$ cat config.mk
export PLATFORM = sky130hd
export DESIGN_NAME = control_sequencer
export DESIGN_NICKNAME = d
export VERILOG_FILES = /design/src/rtl/cpu_pkg.sv /design/src/rtl/reg_select_decoder.sv /design/src/rtl/control_sequencer.sv
export SDC_FILE = /design/constraint.sdc
export NUM_CORES = 1
export LEC_CHECK = 0
export CAP_MARGIN = 20
export CELL_PAD_IN_SITES_DETAIL_PLACEMENT = 1
export CELL_PAD_IN_SITES_GLOBAL_PLACEMENT = 1
export CORE_MARGIN = 2
export CORE_UTILIZATION = 16
export CTS_BUF_LIST = sky130_fd_sc_hd__clkbuf_16
export DETAILED_ROUTE_END_ITERATION = 8
export PLACE_DENSITY_LB_ADDON = 0.1
export SLEW_MARGIN = 20
export SYNTH_ARGS = -nofsm -noshare
export SYNTH_HDL_FRONTEND = slang
export SYNTH_SLANG_ARGS = --single-unit
$ cat constraint.sdc
create_clock -name clk -period 1.6 [get_ports clk]
set_input_delay 0.4 -clock clk [delete_from_list [all_inputs] [get_ports clk]]
set_output_delay 0.4 -clock clk [all_outputs]
set_load 0.005 [all_outputs]
$ cat src/rtl/cpu_pkg.sv
// cpu_pkg: shared types and constants for the instruction control sequencer.
//   state_e      : sequencer states (fetch T0..T2, execute T3..T5, IDLE, HALT)
//   OP_*         : 5-bit instruction opcodes (ir[31:27])
//   IR_*         : instruction register field bit positions
//   ALU_ADD      : ALU operation used during fetch to increment the PC
//   is_alu_op()  : true for register-format ALU opcodes
package cpu_pkg;

   typedef enum logic [2:0] {
      IDLE = 3'd0,
      T0   = 3'd1,
      T1   = 3'd2,
      T2   = 3'd3,
      T3   = 3'd4,
      T4   = 3'd5,
      T5   = 3'd6,
      HALT = 3'd7
   } state_e;

   localparam logic [4:0] OP_ADD  = 5'b00011;
   localparam logic [4:0] OP_SUB  = 5'b00100;
   localparam logic [4:0] OP_AND  = 5'b00101;
   localparam logic [4:0] OP_OR   = 5'b00110;
   localparam logic [4:0] OP_SHR  = 5'b00111;
   localparam logic [4:0] OP_SHRA = 5'b01000;
   localparam logic [4:0] OP_SHL  = 5'b01001;
   localparam logic [4:0] OP_ROR  = 5'b01010;
   localparam logic [4:0] OP_ROL  = 5'b01011;
   localparam logic [4:0] OP_NOP  = 5'b11010;
   localparam logic [4:0] OP_HALT = 5'b11011;

   localparam logic [4:0] ALU_ADD = OP_ADD;

   localparam int IR_OP_MSB = 31;
   localparam int IR_OP_LSB = 27;
   localparam int IR_RA_MSB = 26;
   localparam int IR_RA_LSB = 23;
   localparam int IR_RB_MSB = 22;
   localparam int IR_RB_LSB = 19;
   localparam int IR_RC_MSB = 18;
   localparam int IR_RC_LSB = 15;

   function automatic logic is_alu_op(input logic [4:0] op);
      return (op == OP_ADD)  || (op == OP_SUB)  || (op == OP_AND) ||
             (op == OP_OR)   || (op == OP_SHR)  || (op == OP_SHRA) ||
             (op == OP_SHL)  || (op == OP_ROR)  || (op == OP_ROL);
   endfunction

endpackage

$ cat src/rtl/reg_select_decoder.sv
// reg_select_decoder: binary register index to one-hot select.
//   idx_i    : register index
//   en_i     : when low the output is all zeros
//   onehot_o : one-hot select, at most one bit set
module reg_select_decoder #(
   parameter int NUM_REGS = 16,
   parameter int IDX_W    = 4
) (
   input  logic [IDX_W-1:0]    idx_i,
   input  logic                en_i,
   output logic [NUM_REGS-1:0] onehot_o
);

   always_comb begin
      onehot_o = '0;
      if (en_i) begin
         onehot_o[idx_i] = 1'b1;
      end
   end

endmodule

$ cat src/rtl/control_sequencer.sv
// control_sequencer: fetch/execute control for register-format ALU
// instructions plus nop and halt. All outputs are Moore strobes decoded
// from the state register (mdr_enable additionally follows mem_ready in T1).
//   clk, clr (async active-low), run (sampled in T0), ir, mem_ready
//   datapath strobes: pc_out, mar_enable, inc_pc, z_enable, zlow_out,
//                     pc_enable, read, mdr_enable, mdr_out, ir_enable, y_enable
//   r_out / r_enable : one-hot register bus select / load
//   alu_op           : ALU operation
//   running          : high unless reset or halted
//   illegal          : single-cycle pulse in T3 on an undefined opcode
//
// state | meaning
// IDLE  | just out of reset, moves to T0
// T0    | wait for run; PC -> MAR, Z <= PC + 1
// T1    | Z -> PC, memory read; waits here until mem_ready
// T2    | MDR -> IR
// T3    | decode: Rb -> Y, or nop / halt / illegal
// T4    | Rc through ALU -> Z
// T5    | Z -> Ra
// HALT  | stopped until clr
module control_sequencer
   import cpu_pkg::*;
#(
   parameter int DATA_W   = 32,
   parameter int NUM_REGS = 16,
   parameter int OP_W     = 5
) (
   input  logic                clk,
   input  logic                clr,
   input  logic                run,
   input  logic [DATA_W-1:0]   ir,
   input  logic                mem_ready,
   output logic                pc_out,
   output logic                mar_enable,
   output logic                inc_pc,
   output logic                z_enable,
   output logic                zlow_out,
   output logic                pc_enable,
   output logic                read,
   output logic                mdr_enable,
   output logic                mdr_out,
   output logic                ir_enable,
   output logic                y_enable,
   output logic [NUM_REGS-1:0] r_out,
   output logic [NUM_REGS-1:0] r_enable,
   output logic [OP_W-1:0]     alu_op,
   output logic                running,
   output logic                illegal
);

   state_e state_q, state_d;

   logic [OP_W-1:0] op;
   logic [3:0]      ra, rb, rc;
   logic [3:0]      rout_idx;
   logic            rout_en;
   logic            renable_en;
   logic            unused_ir_bits;

   assign op = ir[IR_OP_MSB:IR_OP_LSB];
   assign ra = ir[IR_RA_MSB:IR_RA_LSB];
   assign rb = ir[IR_RB_MSB:IR_RB_LSB];
   assign rc = ir[IR_RC_MSB:IR_RC_LSB];
   assign unused_ir_bits = ^ir[IR_RC_LSB-1:0];

   always_ff @(posedge clk or negedge clr) begin
      if (!clr) begin
         state_q <= IDLE;
      end else begin
         state_q <= state_d;
      end
   end

   always_comb begin
      state_d    = state_q;
      pc_out     = 1'b0;
      mar_enable = 1'b0;
      inc_pc     = 1'b0;
      z_enable   = 1'b0;
      zlow_out   = 1'b0;
      pc_enable  = 1'b0;
      read       = 1'b0;
      mdr_enable = 1'b0;
      mdr_out    = 1'b0;
      ir_enable  = 1'b0;
      y_enable   = 1'b0;
      alu_op     = '0;
      illegal    = 1'b0;
      rout_idx   = rb;
      rout_en    = 1'b0;
      renable_en = 1'b0;

      unique case (state_q)
         IDLE: state_d = T0;
         T0: begin
            if (run) begin
               pc_out     = 1'b1;
               mar_enable = 1'b1;
               inc_pc     = 1'b1;
               z_enable   = 1'b1;
               alu_op     = ALU_ADD;
               state_d    = T1;
            end
         end
         T1: begin
            // PC reloads from an unchanged Z every wait cycle, which is harmless.
            zlow_out   = 1'b1;
            pc_enable  = 1'b1;
            read       = 1'b1;
            mdr_enable = mem_ready;
            if (mem_ready) begin
               state_d = T2;
            end
         end
         T2: begin
            mdr_out   = 1'b1;
            ir_enable = 1'b1;
            state_d   = T3;
         end
         T3: begin
            if (is_alu_op(op)) begin
               rout_en  = 1'b1;
               rout_idx = rb;
               y_enable = 1'b1;
               state_d  = T4;
            end else if (op == OP_NOP) begin
               state_d = T0;
            end else if (op == OP_HALT) begin
               state_d = HALT;
            end else begin
               illegal = 1'b1;
               state_d = T0;
            end
         end
         T4: begin
            rout_en  = 1'b1;
            rout_idx = rc;
            z_enable = 1'b1;
            alu_op   = op;
            state_d  = T5;
         end
         T5: begin
            zlow_out   = 1'b1;
            renable_en = 1'b1;
            state_d    = T0;
         end
         HALT: state_d = HALT;
         default: state_d = IDLE;
      endcase
   end

   // Gating with clr lets running drop in the same cycle reset asserts.
   assign running = clr && (state_q != HALT);

   reg_select_decoder #(.NUM_REGS(NUM_REGS), .IDX_W(4)) u_rout_dec (
      .idx_i    (rout_idx),
      .en_i     (rout_en),
      .onehot_o (r_out)
   );

   reg_select_decoder #(.NUM_REGS(NUM_REGS), .IDX_W(4)) u_renable_dec (
      .idx_i    (ra),
      .en_i     (renable_en),
      .onehot_o (r_enable)
   );

endmodule

==> impl_metrics.ini, run 1 <==
[run_status]
outcome = finished, violations left
violations = setup timing

[yosys]
muxShareOfSynthArea_pct = 8.67
syn_area_per_cell_um2 = 7.55
synth_fa_ha_area_share_pct = 0
syn-num-nets = 143
synthSimpleGateAreaFrac_pct = 47.1
yosysWarnings = 0
ys_ff_latch = 3
synthesis.area_um2 = 808
synthCells = 107
synth_compound_area_share_pct = 26.6
ys_types = 34
synth_top_family_by_area = simple AND/OR/NAND/NOR gates
yosysSeqAreaShare_pct = 9.29
synthXorXnorAreaFrac_pct = 0

[power]
switching_power_mw = 0.152
leakage_nw = 0.989
p_per_area_nw_per_um2 = 288
total_power_mw = 0.633
seqPwrFrac_pct = 12.1
internal_power_mw = 0.481
irDropWorstVdd_mv = 0.268
swShare_pct = 24.0
p_clk_share_pct = 63.2
p_comb_share_pct = 24.7

[route]
vias = 1312
dr.pass1.iters = 4
viasPerCell = 4.37
routed_wl_um = 4040
drt_iter0_markers = 19
avgRoutedWirePerCell_um = 13.5
drc = 0
drtAntennaViolNets = 0

[die]
fp.dieW_um = 75.1
dieArea_um2 = 5640
core_area_um2 = 4790
start_util_pct = 16.9
row_count = 25
io_pins = 86
die_h_um = 75.1

[sta]
hold_viol = 0
finalSetupViolCount = 49
tightest_slew_ns = 0.416
slew_viol_final = 0
period_minus_slack_ns = 2.25
setup_ws_ns = -0.648
maxSlewHeadroom_pct = 71.7
fmax_mhz = 445
finalCritPeriodShare_pct = 141
rsz0062_at_grt = yes
finClkSkew_ns = 0.00163

[layout]
drive_gt1_share_pct = 67.4
num-nets-final = 270
antenna_cells = 0
design_area_um2 = 2200
final_common_cell = buf_4
reg_top3 = state_q x3
synthToLayoutAreaGrowth_pct = 172
layout_common_cells = buf_4, buf_2, buf_6, nor2_1, clkdlybuf4s50_1
instances_no_fill = 300
largest_register_ffs = 3
largest-register = state_q

[worst_hold_path]
hold_class = in -> async

[global_route]
grt_pass1_wl_um = 6290
grt_util_all_layers_pct = 14.3
antenna_found_initial = 0
grt_max_degree = 11
grt_pass1_vias = 1370
grt-ovfl-total = 0

[cts]
cts_root_buffer = clkbuf_16
numCtsBuffers = 3
h-tree-depth = 1
ctsHoldBuffers = 0
clk-insertion-delay-late_ns = 0.23
clockBufferDepth = 2
clkTransAtPathRegs_ns = 0.03
cts_sinks = 3
cts_tree = yes

[setup_path]
rr_worst_depth = 8
worstSetupPathType = reg -> out
arrival_ns = 1.85
endpoint_kind = primary output
critPathRequiredTime_ns = 1.20
critPathMaxFanout = 5
cp-start-kind = flop

[run]
drv_cap = 0

[place]
routabilityCongestion = 0.768
port_buffers = 70
dp_hpwl_um = 2800
place_area_um2 = 1780
pre_cts_ws_ns = -1.08
place_inst = 260
[repair_timing]
action / 4_1_cts / 5_1_grt
setup endpoints to repair: 52 / 49
resized for setup: 228 / 9
pin swaps: 33 / 12
buffers inserted: 32 / 4
[synth_stat cells (all sizes together)]
cell | n | area share (%)
nor2 | 23 | 11
a211oi | 16 | 18
buf | 9 | 7.9
nand2 | 9 | 4.2
nor2b | 5 | 3.9
nor3 | 5 | 3.7
mux2i | 4 | 5.4
nand2b | 4 | 3.1
nand3b | 4 | 3.7
and2 | 3 | 2.3
dfrtp | 3 | 9.3
a211o | 2 | 2.2
a21o | 2 | 1.9
and3b | 2 | 2.2
and4b | 2 | 2.5
mux2 | 2 | 3.3
nor3b | 2 | 3.3
a21oi | 1 | 1.1
a311oi | 1 | 1.1
inv | 1 | 0.46
nand3 | 1 | 0.62
nand4 | 1 | 2.6
nand4b | 1 | 2.9
o211ai | 1 | 0.93
o21a | 1 | 0.93
o21ai | 1 | 0.62
or4 | 1 | 1.4
[through the flow]
| step | TNS (ns) | util, % | hold WS, ns |
|---|---|---|---|
| finish | -21.64 | 46.0 | 0.459 |
| global route | -25.27 | 46.0 | 0.465 |
| CTS | -21.62 | 44.6 | 0.459 |
| detailed placement | -36.00 | 37.2 | 0.694 |
| global placement | -35.01 | 37.2 | 0.693 |
| floorplan | -1.06 | - | 0.104 |
[cell type report]
cell class	count	area [µm²]
fillers	580	2580
repair buffers	131	1100
multi-input cells	94	860
well taps	67	83.8
flip-flops and latches	3	75.1
clock buffers	3	75.1
inverters	1	7.51
clock inverters	1	3.75
[logic make-up (layout without fill, tap and decap cells)]
family	Yosys count	in the layout
flip-flops	3	3
AND/OR/NAND/NOR	63	63
multiplexers	6	6
buffers and inverters	10	136
AO/OA/AOI/OAI	25	25
[worst paths after layout]
kind | from | slack (ns) | to
setup / recovery | state_q[0] | -0.65 | r_out[5]
min in group clk | ir[27] | 0.70 | state_q[2]
hold reg to reg | state_q[1] | 0.77 | state_q[0]
max in group asynchronous | clr | 1.05 | state_q[2]
hold / removal | clr | 0.46 | state_q[0]
setup reg to reg | state_q[2] | 0.12 | state_q[1]
[routing by layer]
| layer | vias up | global-route usage (%) | part of all wire, % |
|---|---|---|---|
| li1 | 644 | - | - |
| met1 | 629 | 16.2 | 39 |
| met2 | 34 | 27.2 | 56 |
| met3 | 5 | 2.14 | 3.7 |
| met4 | 0 | 4.76 | 1.1 |
| met5 | - | 0 | 0 |
[critical path: stages (launching register included)]
cell and delay [ns]:
dfrtp_1 0.40, buf_4 0.15, nor3b_4 0.28, nand4_4 0.19, buf_12 0.18, buf_6 0.10, a211oi_2 0.17, buf_2 0.14
[power groups by stage]
| stage | registers (mW) | logic (mW) | clock network, mW |
|---|---|---|---|
| after global placement | 0.0773 | 0.139 | 0 |
| final | 0.0764 | 0.156 | 0.400 |
| after global routing | 0.0764 | 0.167 | 0.416 |
| after floorplan | 0.0773 | 0.0448 | 0 |
| after detailed placement | 0.0773 | 0.142 | 0 |
| after CTS | 0.0764 | 0.156 | 0.411 |
(Power assumes the default switching activity.)
==> run 2, diff against run 1 <==
- CORE_MARGIN: 2 -> 5
- CORE_UTILIZATION: 16 -> 35
- DONT_BUFFER_PORTS: default -> 1
- clock period: 1.6 -> 1.81 ns (I/O delays scaled with it)
==> impl_metrics.ini, run 2 (synthesis results as in run 1) <==
[run_status]
outcome = finished, violations left
violations = setup timing

[cts]
clockBufferDepth = 2
clk-insertion-delay-late_ns = 0.22
cts_sinks = 3
numCtsBuffers = 3
clkTransAtPathRegs_ns = 0.03
cts_tree = yes
cts_root_buffer = clkbuf_16
h-tree-depth = 1

[sta]
finalCritPeriodShare_pct = 112
finalSetupViolCount = 36
whs_ns = 0.390
period_minus_slack_ns = 2.03
rsz0062_at_grt = yes
hold_viol = 0
setup_ws_ns = -0.219
tightest_slew_ns = 0.400
finClkSkew_ns = 0.00129
fmax_mhz = 493
slew_viol_final = 0
maxSlewHeadroom_pct = 72.8

[global_route]
grt_util_all_layers_pct = 16.0
grt_pass1_vias = 895
antenna_found_initial = 0
grt-ovfl-total = 0
grt_pass1_wl_um = 4300
grt_max_degree = 11

[layout]
design_area_um2 = 1350
largest_register_ffs = 3
largest-register = state_q
drive_gt1_share_pct = 65.6
seqCellArea_um2 = 77.6
antenna_cells = 0
num-nets-final = 159
instances_no_fill = 150
fillers = 245
layout_common_cells = a211oi_2, nor2_1, buf_6, nor2_4, buf_4
reg_top3 = state_q x3
synthToLayoutAreaGrowth_pct = 67.5
multi_input_area_um2 = 943
final_common_cell = a211oi_2

[place]
port_buffers = 0
dp_hpwl_um = 1980
place_inst = 133
routabilityCongestion = 0.721
place_area_um2 = 832

[route]
dr.pass1.iters = 3
drtAntennaViolNets = 0
vias = 902
routed_wl_um = 3080
viasPerCell = 6.01
avgRoutedWirePerCell_um = 20.6
drt_iter0_markers = 30
drc = 0

[setup_path]
arrival_ns = 1.58
critPathRequiredTime_ns = 1.36
worstSetupPathType = reg -> out
critPathMaxFanout = 8
cp-start-kind = flop
endpoint_kind = primary output

[die]
dieArea_um2 = 3370
row_count = 17
fp.dieW_um = 58.1
die_h_um = 58.1
core_area_um2 = 2210
start_util_pct = 36.5
io_pins = 86

[power]
irDropWorstVdd_mv = 0.620
leakage_nw = 0.439
total_power_mw = 0.488
p_per_area_nw_per_um2 = 361

[run]
drv_cap = 0

[worst_hold_path]
hold_class = in -> reg
-- run 2: repair_timing --
item                                    CTS  global route
setup buffers                             3            10
resized for setup                        34            40
cloned                                    0             0
endpoints found under the hold margin     3             0
pin swaps                                10            21
hold buffers                              1             0
endpoints found under the setup margin   39            41
-- run 2: cell type report --
cell class	instances	area share, %
Inverter	1	0.555
Clock buffer	3	5.55
Multi-Input combinational cell	94	69.7
Clock inverter	1	0.277
Tap cell	28	2.59
Sequential cell	3	5.73
Timing Repair Buffer	20	15.6
-- run 2: final timing paths --
| kind | startpoint | to | slack, ns | depth (start not counted) |
|---|---|---|---|---|
| worst max register to register | state_q[0] | state_q[1] | 0.45 | 5 |
| min in group asynchronous | clr | state_q[0] | 0.49 | 1 |
| worst min-delay path | ir[27] | state_q[2] | 0.39 | 2 |
| max in group asynchronous | clr | state_q[1] | 1.14 | 1 |
| worst max-delay path | state_q[1] | r_out[7] | -0.22 | 3 |
| worst min register to register | state_q[1] | state_q[0] | 0.72 | 2 |
-- run 2: report_power, final --
part           internal [mW]  switching, mW
logic                 0.0272         0.0438
clock network          0.285         0.0647
registers             0.0675              0
total                  0.380          0.108
-- run 2: routing by layer --
layer / wire length, µm / track usage (%) / vias to the layer above / share of wire, %
li1: - / - / 417 / -
met1: 1090 / 18.5 / 448 / 35
met2: 1730 / 28.1 / 35 / 56
met3: 225 / 5.79 / 2 / 7.3
met4: 34 / 3.31 / 0 / 1.1
met5: 0 / 0 / - / 0
-- run 2: worst max-delay path, stage by stage (launching register included) --
cell,delay [ns]
dfrtp_2,0.43
and3b_2,0.30
mux2_4,0.39
a211oi_2,0.22
-- run 2: stage by stage --
step                      utilization [%]  worst slack, ns  TNS (ns)
after global placement               37.6          -0.0712    -0.551
after global routing                 61.2           -0.284     -6.82
after floorplan                         -           0.0460         0
final                                61.2           -0.219     -4.51
after CTS                            48.7           -0.217     -4.09
after detailed placement             37.6          -0.0813    -0.647
==> run 3, diff against run 2 <==
- MAX_ROUTING_LAYER: default -> met4
==> impl_metrics.ini, run 3 (synthesis results as in run 1) <==
[sta]
fmax_mhz = 493
rsz0062_at_grt = yes
finalCritPeriodShare_pct = 112
hold_viol = 0
setup_ws_ns = -0.218
finClkSkew_ns = 0.00135
fin_setup_tns_ns = -4.51
period_minus_slack_ns = 2.03
tightest_slew_ns = 0.400
maxSlewHeadroom_pct = 72.8
slew_viol_final = 0
finalSetupViolCount = 36

[setup_path]
cp.depth = 3
critPathBufInv = 0
cp-start-kind = flop
ff2ff_setup_slack_ns = 0.45
arrival_ns = 1.58
cp_cell_sequence = and3b_2 -> mux2_4 -> a211oi_2
critPathMaxFanout = 8
worstSetupPathType = reg -> out
crit_family = flip-flops
rr_worst_depth = 5
endpoint_kind = primary output
cpPeakStageDelay_ns = 0.43
crit_slowest_cell = dfrtp_2
critPathRequiredTime_ns = 1.36

[die]
io_pins = 86
fp.dieW_um = 58.1
die_h_um = 58.1
row_count = 17
start_util_pct = 36.5
core_area_um2 = 2210
dieArea_um2 = 3370

[cts]
cts_tree = yes
clockBufferDepth = 2
clkTransAtPathRegs_ns = 0.03
cts_root_buffer = clkbuf_16
h-tree-depth = 1
numCtsBuffers = 3
cts_sinks = 3
clk-insertion-delay-late_ns = 0.22

[global_route]
grt_max_degree = 11
grt_util_all_layers_pct = 16.5
grt-ovfl-total = 0
antenna_found_initial = 0
grt_pass1_wl_um = 4300
grt_pass1_vias = 895

[run_status]
violations = setup timing
outcome = finished, violations left

[place]
port_buffers = 0
pre_cts_ws_ns = -0.0813
place_area_um2 = 832
place_inst = 133
routabilityCongestion = 0.729
dp_hpwl_um = 1980

[layout]
synthToLayoutAreaGrowth_pct = 67.5
reg_top3 = state_q x3
layout_common_cells = a211oi_2, nor2_1, buf_6, nor2_4, buf_4
design_area_um2 = 1350
num-nets-final = 159
antenna_cells = 0
seqCellArea_um2 = 77.6
largest-register = state_q
multi_input_area_um2 = 943
fillers = 245
final_common_cell = a211oi_2
largest_register_ffs = 3
drive_gt1_share_pct = 65.6
instances_no_fill = 150

[route]
dr.pass1.iters = 4
avgRoutedWirePerCell_um = 20.6
vias = 904
drc = 0
routed_wl_um = 3090
viasPerCell = 6.03
drt_iter0_markers = 30
drtAntennaViolNets = 0

[power]
irDropWorstVdd_mv = 0.620
p_per_area_nw_per_um2 = 361
leakage_nw = 0.439

[run]
drv_cap = 0

[worst_hold_path]
hold_class = in -> reg
hold_path_depth = 2
## run 3: report_power, final
part           total [mW]  internal, mW  switching [mW]
logic              0.0710        0.0272          0.0438
registers          0.0675        0.0675               0
clock network       0.350         0.285          0.0645
total               0.488         0.380           0.108
## run 3: metal layers
metal	track usage, %	part of all wire [%]	up-vias	wire length [µm]
met4	3.31	1.4	0	43
met1	18.7	36	443	1110
met5	-	0	-	0
li1	-	-	418	-
met3	5.57	7.0	4	217
met2	28.1	56	39	1720
## run 3: worst paths after layout
check,from,end
min in group asynchronous,clr,state_q[0]
worst max register to register,state_q[0],state_q[1]
worst min-delay path,ir[27],state_q[2]
max in group asynchronous,clr,state_q[1]
worst max-delay path,state_q[1],r_out[7]
worst min register to register,state_q[1],state_q[0]
## run 3: area by class of cell
type / instances / share of cell area, %
clock buffer: 3 / 5.55
clock inverter: 1 / 0.277
inverter: 1 / 0.555
multi-input combinational: 94 / 69.7
sequential: 3 / 5.73
tap: 28 / 2.59
timing repair buffer: 20 / 15.6
## run 3: per-stage QoR
| stage | hold WS [ns] | util, % | power [mW] |
|---|---|---|---|
| after floorplan | 0.157 | - | 0.103 |
| after global placement | 0.157 | 37.6 | 0.108 |
| after detailed placement | 0.157 | 37.6 | 0.109 |
| after CTS | 0.397 | 48.7 | 0.470 |
| after global routing | 0.415 | 61.2 | 0.510 |
| final | 0.390 | 61.2 | 0.488 |
## run 3: repair_timing
action / CTS / global route
hold endpoints to repair: 3 / 0
hold buffers: 1 / 0
buffers inserted: 3 / 10
pin swaps: 10 / 21
gates cloned: 0 / 0
setup endpoints to repair: 39 / 41
resized for setup: 34 / 40
